--- src/rtl/control_pkg.sv ---
// Shared definitions for the pipelined RV32I control path.
// Opcodes, branch funct3 codes, ResultSrc/ImmSrc/ALUOp/ALUControl encodings
// and the D/E control payload, together with its all-zero bubble value.
package control_pkg;

  localparam int OP_W         = 7;
  localparam int F3_W         = 3;
  localparam int ALU_CTRL_W   = 4;
  localparam int IMM_SRC_W    = 3;
  localparam int ALU_OP_W     = 3;
  localparam int RESULT_SRC_W = 2;

  localparam logic [OP_W-1:0] OP_R      = 7'b0110011;
  localparam logic [OP_W-1:0] OP_I      = 7'b0010011;
  localparam logic [OP_W-1:0] OP_LOAD   = 7'b0000011;
  localparam logic [OP_W-1:0] OP_STORE  = 7'b0100011;
  localparam logic [OP_W-1:0] OP_BRANCH = 7'b1100011;
  localparam logic [OP_W-1:0] OP_JAL    = 7'b1101111;
  localparam logic [OP_W-1:0] OP_JALR   = 7'b1100111;
  localparam logic [OP_W-1:0] OP_LUI    = 7'b0110111;
  localparam logic [OP_W-1:0] OP_AUIPC  = 7'b0010111;

  localparam logic [F3_W-1:0] F3_BEQ  = 3'b000;
  localparam logic [F3_W-1:0] F3_BNE  = 3'b001;
  localparam logic [F3_W-1:0] F3_BLT  = 3'b100;
  localparam logic [F3_W-1:0] F3_BGE  = 3'b101;
  localparam logic [F3_W-1:0] F3_BLTU = 3'b110;
  localparam logic [F3_W-1:0] F3_BGEU = 3'b111;

  localparam logic [RESULT_SRC_W-1:0] RS_ALU = 2'b00;
  localparam logic [RESULT_SRC_W-1:0] RS_MEM = 2'b01;
  localparam logic [RESULT_SRC_W-1:0] RS_PC4 = 2'b10;
  localparam logic [RESULT_SRC_W-1:0] RS_IMM = 2'b11;

  localparam logic [IMM_SRC_W-1:0] IMM_I = 3'b000;
  localparam logic [IMM_SRC_W-1:0] IMM_S = 3'b001;
  localparam logic [IMM_SRC_W-1:0] IMM_B = 3'b010;
  localparam logic [IMM_SRC_W-1:0] IMM_J = 3'b011;
  localparam logic [IMM_SRC_W-1:0] IMM_U = 3'b100;

  localparam logic [ALU_OP_W-1:0] ALUOP_ADD = 3'b000;
  localparam logic [ALU_OP_W-1:0] ALUOP_SUB = 3'b001;
  localparam logic [ALU_OP_W-1:0] ALUOP_R   = 3'b010;
  localparam logic [ALU_OP_W-1:0] ALUOP_I   = 3'b011;

  localparam logic [ALU_CTRL_W-1:0] ALU_ADD  = 4'b0000;
  localparam logic [ALU_CTRL_W-1:0] ALU_SUB  = 4'b0001;
  localparam logic [ALU_CTRL_W-1:0] ALU_AND  = 4'b0010;
  localparam logic [ALU_CTRL_W-1:0] ALU_OR   = 4'b0011;
  localparam logic [ALU_CTRL_W-1:0] ALU_XOR  = 4'b0100;
  localparam logic [ALU_CTRL_W-1:0] ALU_SLT  = 4'b0101;
  localparam logic [ALU_CTRL_W-1:0] ALU_SLTU = 4'b0110;
  localparam logic [ALU_CTRL_W-1:0] ALU_SLL  = 4'b0111;
  localparam logic [ALU_CTRL_W-1:0] ALU_SRL  = 4'b1000;
  localparam logic [ALU_CTRL_W-1:0] ALU_SRA  = 4'b1001;

  // funct3 rides along so the branch condition is evaluated from E, never D.
  typedef struct packed {
    logic                    reg_write;
    logic                    mem_write;
    logic                    branch;
    logic                    jump;
    logic                    jump_r;
    logic [RESULT_SRC_W-1:0] result_src;
    logic [ALU_CTRL_W-1:0]   alu_control;
    logic                    alu_src;
    logic [F3_W-1:0]         funct3;
  } ctrl_bundle_t;

  localparam ctrl_bundle_t CTRL_BUBBLE = '0;

endpackage

--- src/rtl/alu_decoder.sv ---
// ALU control decoder (combinational).
// in : alu_op, funct3, funct7_5, op_5 (distinguishes R-type sub from addi)
// out: alu_control
module alu_decoder
  import control_pkg::*;
(
  input  logic [ALU_OP_W-1:0]   alu_op,
  input  logic [F3_W-1:0]       funct3,
  input  logic                  funct7_5,
  input  logic                  op_5,
  output logic [ALU_CTRL_W-1:0] alu_control
);

  always_comb begin
    alu_control = ALU_ADD;
    case (alu_op)
      ALUOP_SUB: alu_control = ALU_SUB;
      ALUOP_R, ALUOP_I: begin
        case (funct3)
          3'b000:  alu_control = (funct7_5 && op_5) ? ALU_SUB : ALU_ADD;
          3'b001:  alu_control = ALU_SLL;
          3'b010:  alu_control = ALU_SLT;
          3'b011:  alu_control = ALU_SLTU;
          3'b100:  alu_control = ALU_XOR;
          3'b101:  alu_control = funct7_5 ? ALU_SRA : ALU_SRL;
          3'b110:  alu_control = ALU_OR;
          default: alu_control = ALU_AND;
        endcase
      end
      default:   alu_control = ALU_ADD;
    endcase
  end

endmodule

--- src/rtl/branch_unit.sv ---
// E-stage redirect logic (combinational).
// in : funct3, zero/n/c/v flags of A-B (c = carry of A+~B+1), branch, jump, jump_r
// out: pc_src (redirect fetch), pc_target_src (0 = PC+imm, 1 = ALU result)
module branch_unit
  import control_pkg::*;
(
  input  logic [F3_W-1:0] funct3,
  input  logic            zero,
  input  logic            n,
  input  logic            c,
  input  logic            v,
  input  logic            branch,
  input  logic            jump,
  input  logic            jump_r,
  output logic            pc_src,
  output logic            pc_target_src
);

  logic cond;

  always_comb begin
    cond = 1'b0;
    case (funct3)
      F3_BEQ:  cond = zero;
      F3_BNE:  cond = ~zero;
      F3_BLT:  cond = n ^ v;
      F3_BGE:  cond = ~(n ^ v);
      F3_BLTU: cond = ~c;
      F3_BGEU: cond = c;
      default: cond = 1'b0;
    endcase
  end

  assign pc_src        = (branch & cond) | jump | jump_r;
  assign pc_target_src = jump_r;

endmodule

--- src/rtl/main_decoder.sv ---
// Main opcode decoder (combinational).
// in : op
// out: reg_write, mem_write, branch, jump, jump_r, alu_src, result_src,
//      imm_src, alu_op, illegal (unknown opcode; all other outputs zero)
module main_decoder
  import control_pkg::*;
(
  input  logic [OP_W-1:0]         op,
  output logic                    reg_write,
  output logic                    mem_write,
  output logic                    branch,
  output logic                    jump,
  output logic                    jump_r,
  output logic                    alu_src,
  output logic [RESULT_SRC_W-1:0] result_src,
  output logic [IMM_SRC_W-1:0]    imm_src,
  output logic [ALU_OP_W-1:0]     alu_op,
  output logic                    illegal
);

  always_comb begin
    reg_write  = 1'b0;
    mem_write  = 1'b0;
    branch     = 1'b0;
    jump       = 1'b0;
    jump_r     = 1'b0;
    alu_src    = 1'b0;
    result_src = RS_ALU;
    imm_src    = IMM_I;
    alu_op     = ALUOP_ADD;
    illegal    = 1'b0;
    case (op)
      OP_R:      begin reg_write = 1'b1; alu_op = ALUOP_R; end
      OP_I:      begin reg_write = 1'b1; alu_src = 1'b1; alu_op = ALUOP_I; end
      OP_LOAD:   begin reg_write = 1'b1; alu_src = 1'b1; result_src = RS_MEM; end
      OP_STORE:  begin mem_write = 1'b1; alu_src = 1'b1; imm_src = IMM_S; end
      OP_BRANCH: begin branch = 1'b1; imm_src = IMM_B; alu_op = ALUOP_SUB; end
      OP_JAL:    begin reg_write = 1'b1; jump = 1'b1; imm_src = IMM_J; result_src = RS_PC4; end
      // jalr target is computed by the ALU as rs1 + imm.
      OP_JALR:   begin reg_write = 1'b1; jump_r = 1'b1; alu_src = 1'b1; result_src = RS_PC4; end
      OP_LUI:    begin reg_write = 1'b1; imm_src = IMM_U; result_src = RS_IMM; end
      // auipc: the ALU A-input PC select lives in the datapath.
      OP_AUIPC:  begin reg_write = 1'b1; alu_src = 1'b1; imm_src = IMM_U; end
      default:   illegal = 1'b1;
    endcase
  end

endmodule

--- src/rtl/pipelined_control_unit.sv ---
// Pipelined control unit for the 5-stage RV32I core.
// Decodes in D, carries the control bundle through D/E, E/M and M/W, and
// resolves branches/jumps in E.
// in : clk, rst (sync, active-high), op_d, funct3_d, funct7_5_d,
//      stall_e, flush_e, zero_e, n_e, c_e, v_e
// out: ImmSrcD, IllegalD (D, combinational); ALUControlE, ALUSrcE,
//      ResultSrcE (registered); PCSrcE, PCTargetSrcE (combinational from E);
//      RegWriteM, MemWriteM, ResultSrcM, RegWriteW, ResultSrcW (registered)
module pipelined_control_unit
  import control_pkg::*;
#(
  parameter int OP_WIDTH         = 7,
  parameter int FUNCT3_WIDTH     = 3,
  parameter int ALU_CTRL_WIDTH   = 4,
  parameter int IMM_SRC_WIDTH    = 3,
  parameter int ALU_OP_WIDTH     = 3,
  parameter int RESULT_SRC_WIDTH = 2
) (
  input  logic                        clk,
  input  logic                        rst,
  input  logic [OP_WIDTH-1:0]         op_d,
  input  logic [FUNCT3_WIDTH-1:0]     funct3_d,
  input  logic                        funct7_5_d,
  input  logic                        stall_e,
  input  logic                        flush_e,
  input  logic                        zero_e,
  input  logic                        n_e,
  input  logic                        c_e,
  input  logic                        v_e,
  output logic [IMM_SRC_WIDTH-1:0]    ImmSrcD,
  output logic                        IllegalD,
  output logic [ALU_CTRL_WIDTH-1:0]   ALUControlE,
  output logic                        ALUSrcE,
  output logic [RESULT_SRC_WIDTH-1:0] ResultSrcE,
  output logic                        PCSrcE,
  output logic                        PCTargetSrcE,
  output logic                        RegWriteM,
  output logic                        MemWriteM,
  output logic [RESULT_SRC_WIDTH-1:0] ResultSrcM,
  output logic                        RegWriteW,
  output logic [RESULT_SRC_WIDTH-1:0] ResultSrcW
);

  logic                  reg_write_d, mem_write_d, branch_d, jump_d, jump_r_d, alu_src_d;
  logic [RESULT_SRC_W-1:0] result_src_d;
  logic [ALU_OP_W-1:0]   alu_op_d;
  logic [ALU_CTRL_W-1:0] alu_control_d;
  ctrl_bundle_t          ctrl_d;
  ctrl_bundle_t          ctrl_p1;

  main_decoder u_main_decoder (
    .op         (op_d),
    .reg_write  (reg_write_d),
    .mem_write  (mem_write_d),
    .branch     (branch_d),
    .jump       (jump_d),
    .jump_r     (jump_r_d),
    .alu_src    (alu_src_d),
    .result_src (result_src_d),
    .imm_src    (ImmSrcD),
    .alu_op     (alu_op_d),
    .illegal    (IllegalD)
  );

  alu_decoder u_alu_decoder (
    .alu_op      (alu_op_d),
    .funct3      (funct3_d),
    .funct7_5    (funct7_5_d),
    .op_5        (op_d[5]),
    .alu_control (alu_control_d)
  );

  always_comb begin
    ctrl_d             = CTRL_BUBBLE;
    ctrl_d.reg_write   = reg_write_d;
    ctrl_d.mem_write   = mem_write_d;
    ctrl_d.branch      = branch_d;
    ctrl_d.jump        = jump_d;
    ctrl_d.jump_r      = jump_r_d;
    ctrl_d.result_src  = result_src_d;
    ctrl_d.alu_control = alu_control_d;
    ctrl_d.alu_src     = alu_src_d;
    ctrl_d.funct3      = funct3_d;
    if (IllegalD) ctrl_d = CTRL_BUBBLE;
  end

  // D/E boundary: rst > flush_e > stall_e > load
  always_ff @(posedge clk) begin
    if (rst || flush_e) ctrl_p1 <= CTRL_BUBBLE;
    else if (!stall_e)  ctrl_p1 <= ctrl_d;
  end

  assign ALUControlE = ctrl_p1.alu_control;
  assign ALUSrcE     = ctrl_p1.alu_src;
  assign ResultSrcE  = ctrl_p1.result_src;

  branch_unit u_branch_unit (
    .funct3        (ctrl_p1.funct3),
    .zero          (zero_e),
    .n             (n_e),
    .c             (c_e),
    .v             (v_e),
    .branch        (ctrl_p1.branch),
    .jump          (ctrl_p1.jump),
    .jump_r        (ctrl_p1.jump_r),
    .pc_src        (PCSrcE),
    .pc_target_src (PCTargetSrcE)
  );

  // E/M boundary: advances every cycle
  always_ff @(posedge clk) begin
    if (rst) begin
      RegWriteM  <= 1'b0;
      MemWriteM  <= 1'b0;
      ResultSrcM <= RS_ALU;
    end else begin
      RegWriteM  <= ctrl_p1.reg_write;
      MemWriteM  <= ctrl_p1.mem_write;
      ResultSrcM <= ctrl_p1.result_src;
    end
  end

  // M/W boundary: advances every cycle
  always_ff @(posedge clk) begin
    if (rst) begin
      RegWriteW  <= 1'b0;
      ResultSrcW <= RS_ALU;
    end else begin
      RegWriteW  <= RegWriteM;
      ResultSrcW <= ResultSrcM;
    end
  end

endmodule
--- config.mk ---
export PLATFORM = sky130hd
export DESIGN_NAME = pipelined_control_unit
export DESIGN_NICKNAME = d
export VERILOG_FILES = /design/src/rtl/control_pkg.sv /design/src/rtl/alu_decoder.sv /design/src/rtl/branch_unit.sv /design/src/rtl/main_decoder.sv /design/src/rtl/pipelined_control_unit.sv
export SDC_FILE = /design/constraint.sdc
export NUM_CORES = 1
export LEC_CHECK = 0
export CAP_MARGIN = 20
export CORE_ASPECT_RATIO = 0.7
export CORE_MARGIN = 2
export CORE_UTILIZATION = 43
export DETAILED_ROUTE_END_ITERATION = 7
export PLACE_DENSITY = 0.71
export SETUP_SLACK_MARGIN = 0.05
export SLEW_MARGIN = 20
export SYNTH_ARGS = -nofsm -noshare
export SYNTH_HDL_FRONTEND = slang
export SYNTH_HIERARCHICAL = 1
export SYNTH_SLANG_ARGS = --single-unit
--- constraint.sdc ---
create_clock -name clk -period 2.2 [get_ports clk]
set_input_delay 0.22 -clock clk [delete_from_list [all_inputs] [get_ports clk]]
set_output_delay 0.22 -clock clk [all_outputs]
set_load 0.01 [all_outputs]
==> reports/metrics.yaml <==
first_global_vias: 1207
synth_area_leader_cell: "dfxtp_1"
grt_pass1_wl_mm: 5.409
gr-usage-met2: 0.3194
skew_ns: 0.001067
first_iter_violations: 75
synth.yosys.seq_area_share: 0.3171
routed_wl_mm: 3.181
hp-class: "flip-flop to flip-flop"
postRouteAntennaNets: 0
max_freq_mhz: 496.4
synthTopCellsByCount: "dfxtp_1 (22), nand2_1 (22), or3b_1 (15)"
antenna_cells: 0
arrival_ns: 2.21
holdWs_ns: 0.4618
vias: 1209
irDropWorstVdd_v: 0.0003009
criticalPathCategory: "input pin to flip-flop"
timing.final.ws_setup_ns: 0.1856
p_leak_nw: 0.6727
ys_warn_count: 6
path_clk_slew_ns: 0.08
max-slew-margin-rel: 0.4708
power_density_nw_per_um2: 439.3
slew_viol_final: 0
wl_per_cell_um: 13.42
syn_to_final_growth_pct: 35.32
async_flop_share: 0
period_minus_slack_ns: 2.014
drive_above_1_share: 0.2513
hold_viol_final: 0
met1_usage: 0.2339
dpl-instance-area_sq_um: 1798
end_kind: "flip-flop"
vias_per_cell: 5.101
synth_area_leaders: "dfxtp_1 (32%), or3b_1 (9.5%), a21oi_2 (8.8%), nand2_1 (5.9%), buf_4 (5.4%)"
stdcell_count: 237
busiest_layer: "met2"
required_ns: 2.39
rows: 17
synthCells: 158
grt_overflow_total: 0
finalPower_mw: 0.8256
syn_area_sq_um: 1389
die_h_um: 51.55
startpoint_type: "input pin"
clockBufferDepth: 2
nNetsFinal: 219
n_fill_cell: 276
cts_tree: "done"
max_stage_delay_ns: 0.49
synth_nets: 177
initial_utilization: 0.4442
clock_latency_ns: 0.26
ys_ff_latch: 22
ff2ff_setup_slack_ns: 1.52
setup_tns_ns: 0
holdBufCountCts: 0
worstPathCellList: "clkdlybuf4s50_1 > nand2_2 > or3_4 > nor2_2 > nand2b_1 > nor3_1 > or3b_1 > a21oi_2"
ios: 39
portBuffers: 38
grt_antenna_before_repair: 0
cts_resized: 3
drt-pass1-iter-count: 4
synth.top_cell.area_share: 0.3171
avgSynthCellArea_sq_um: 8.790
clockRootBuffer: "clkbuf_8"
fin_crit_sh: 0.9156
cts_max_level: 1
ys_dominant_reg_cell: "dfxtp_1"
tightest_slew_ns: 0.7937
die_area_sq_um: 3708
clock-sinks: 22
grt_max_degree: 26
dp_slack_ns: -0.1257
grt_setup_unrepaired: "no"
setup_viol_count_final: 0
dp_hpwl_mm: 2.415
synth-edff-count: 0
post-route-cell-area_sq_um: 1879
dp_cells: 233
cts_buffers: 3
drc: 0
synth_cell_types: 39
post-cts-setup-buffers: 0
use_met3: 0.04457
slowest_stage: "clkdlybuf4s50_1"
final_util: 0.6010
grt_usage: 0.1838
status: "finished clean"
cp_max_fo: 4
cap_violations: 0
place_congestion: 0.8236
core_area_sq_um: 3127
die_w_um: 71.93
where the power goes:
| part | total [mW] | switching (mW) | internal (mW) |
|---|---|---|---|
| clock network | 0.287 | 0.128 | 0.159 |
| logic | 0.140 | 0.0691 | 0.0708 |
| registers | 0.398 | 0.000388 | 0.398 |
| total | 0.826 | 0.197 | 0.628 |
sequential cells by signal (all words and copies together) (netlist names), 2 cells and up:
register	flops
ALUControlE	4
ResultSrcW	2
ResultSrcE	2
ctrl_p1	8
ResultSrcM	2
layout by cell type, fill, tap and decap left out, drive strengths merged, types with 4 or more instances in the layout:
cell type	n
nand2	22
dlymetal6s2s	4
or3b	15
clkdlybuf4s50	33
nor2	12
nand3	4
a21oi	17
nor2b	6
buf	17
clkbuf	4
dfxtp	22
or3	4
cell type report:
| class | count | area (sq um) | area share |
|---|---|---|---|
| clock buffer | 4 | 55.05 | 0.02929 |
| inverter | 2 | 7.507 | 0.003995 |
| multi-input combinational | 116 | 812.0 | 0.4321 |
| sequential | 22 | 440.4 | 0.2344 |
| tap | 38 | 47.55 | 0.02530 |
| timing repair buffer | 55 | 516.7 | 0.2750 |
cells by family after synthesis:
| group | after synthesis | synth area share |
|---|---|---|
| simple gates | 79 | 0.3423 |
| compound gates | 27 | 0.1667 |
| mux | 3 | 0.02252 |
| flops | 22 | 0.3171 |
| other cells | 1 | 0.002700 |
| xor+xnor | 6 | 0.03784 |
| buf+inv | 20 | 0.1108 |
routing by layer:
metal / wire length [um] / share of wire
met1: 1527 / 0.48
met5: 0 / 0
met4: 7 / 0.0022
met2: 1526 / 0.48
met3: 119 / 0.037
path summary, 6_finish.rpt:
kind / start / to / depth (start not counted)
worst max-delay path: op_d[0] / ALUControlE[3]$_SDFFE_PP0N_ / 8
worst min-delay path: ALUControlE[2]$_SDFFE_PP0N_ / ALUControlE[2]$_SDFFE_PP0N_ / 2
worst max register to register: ctrl_p1[0]$_SDFFE_PP0N_ / ctrl_p1[0]$_SDFFE_PP0N_ / 2
worst min register to register: ALUControlE[2]$_SDFFE_PP0N_ / ALUControlE[2]$_SDFFE_PP0N_ / 2
critical path, delay by kind of cell:
kind	cells	cell delay (ns)
and+or+nand+nor	6	1.36
buffers and inverters	1	0.49
AOI/OAI and AO/OA	1	0.14
Note: power is estimated with default switching activity, not from simulation.
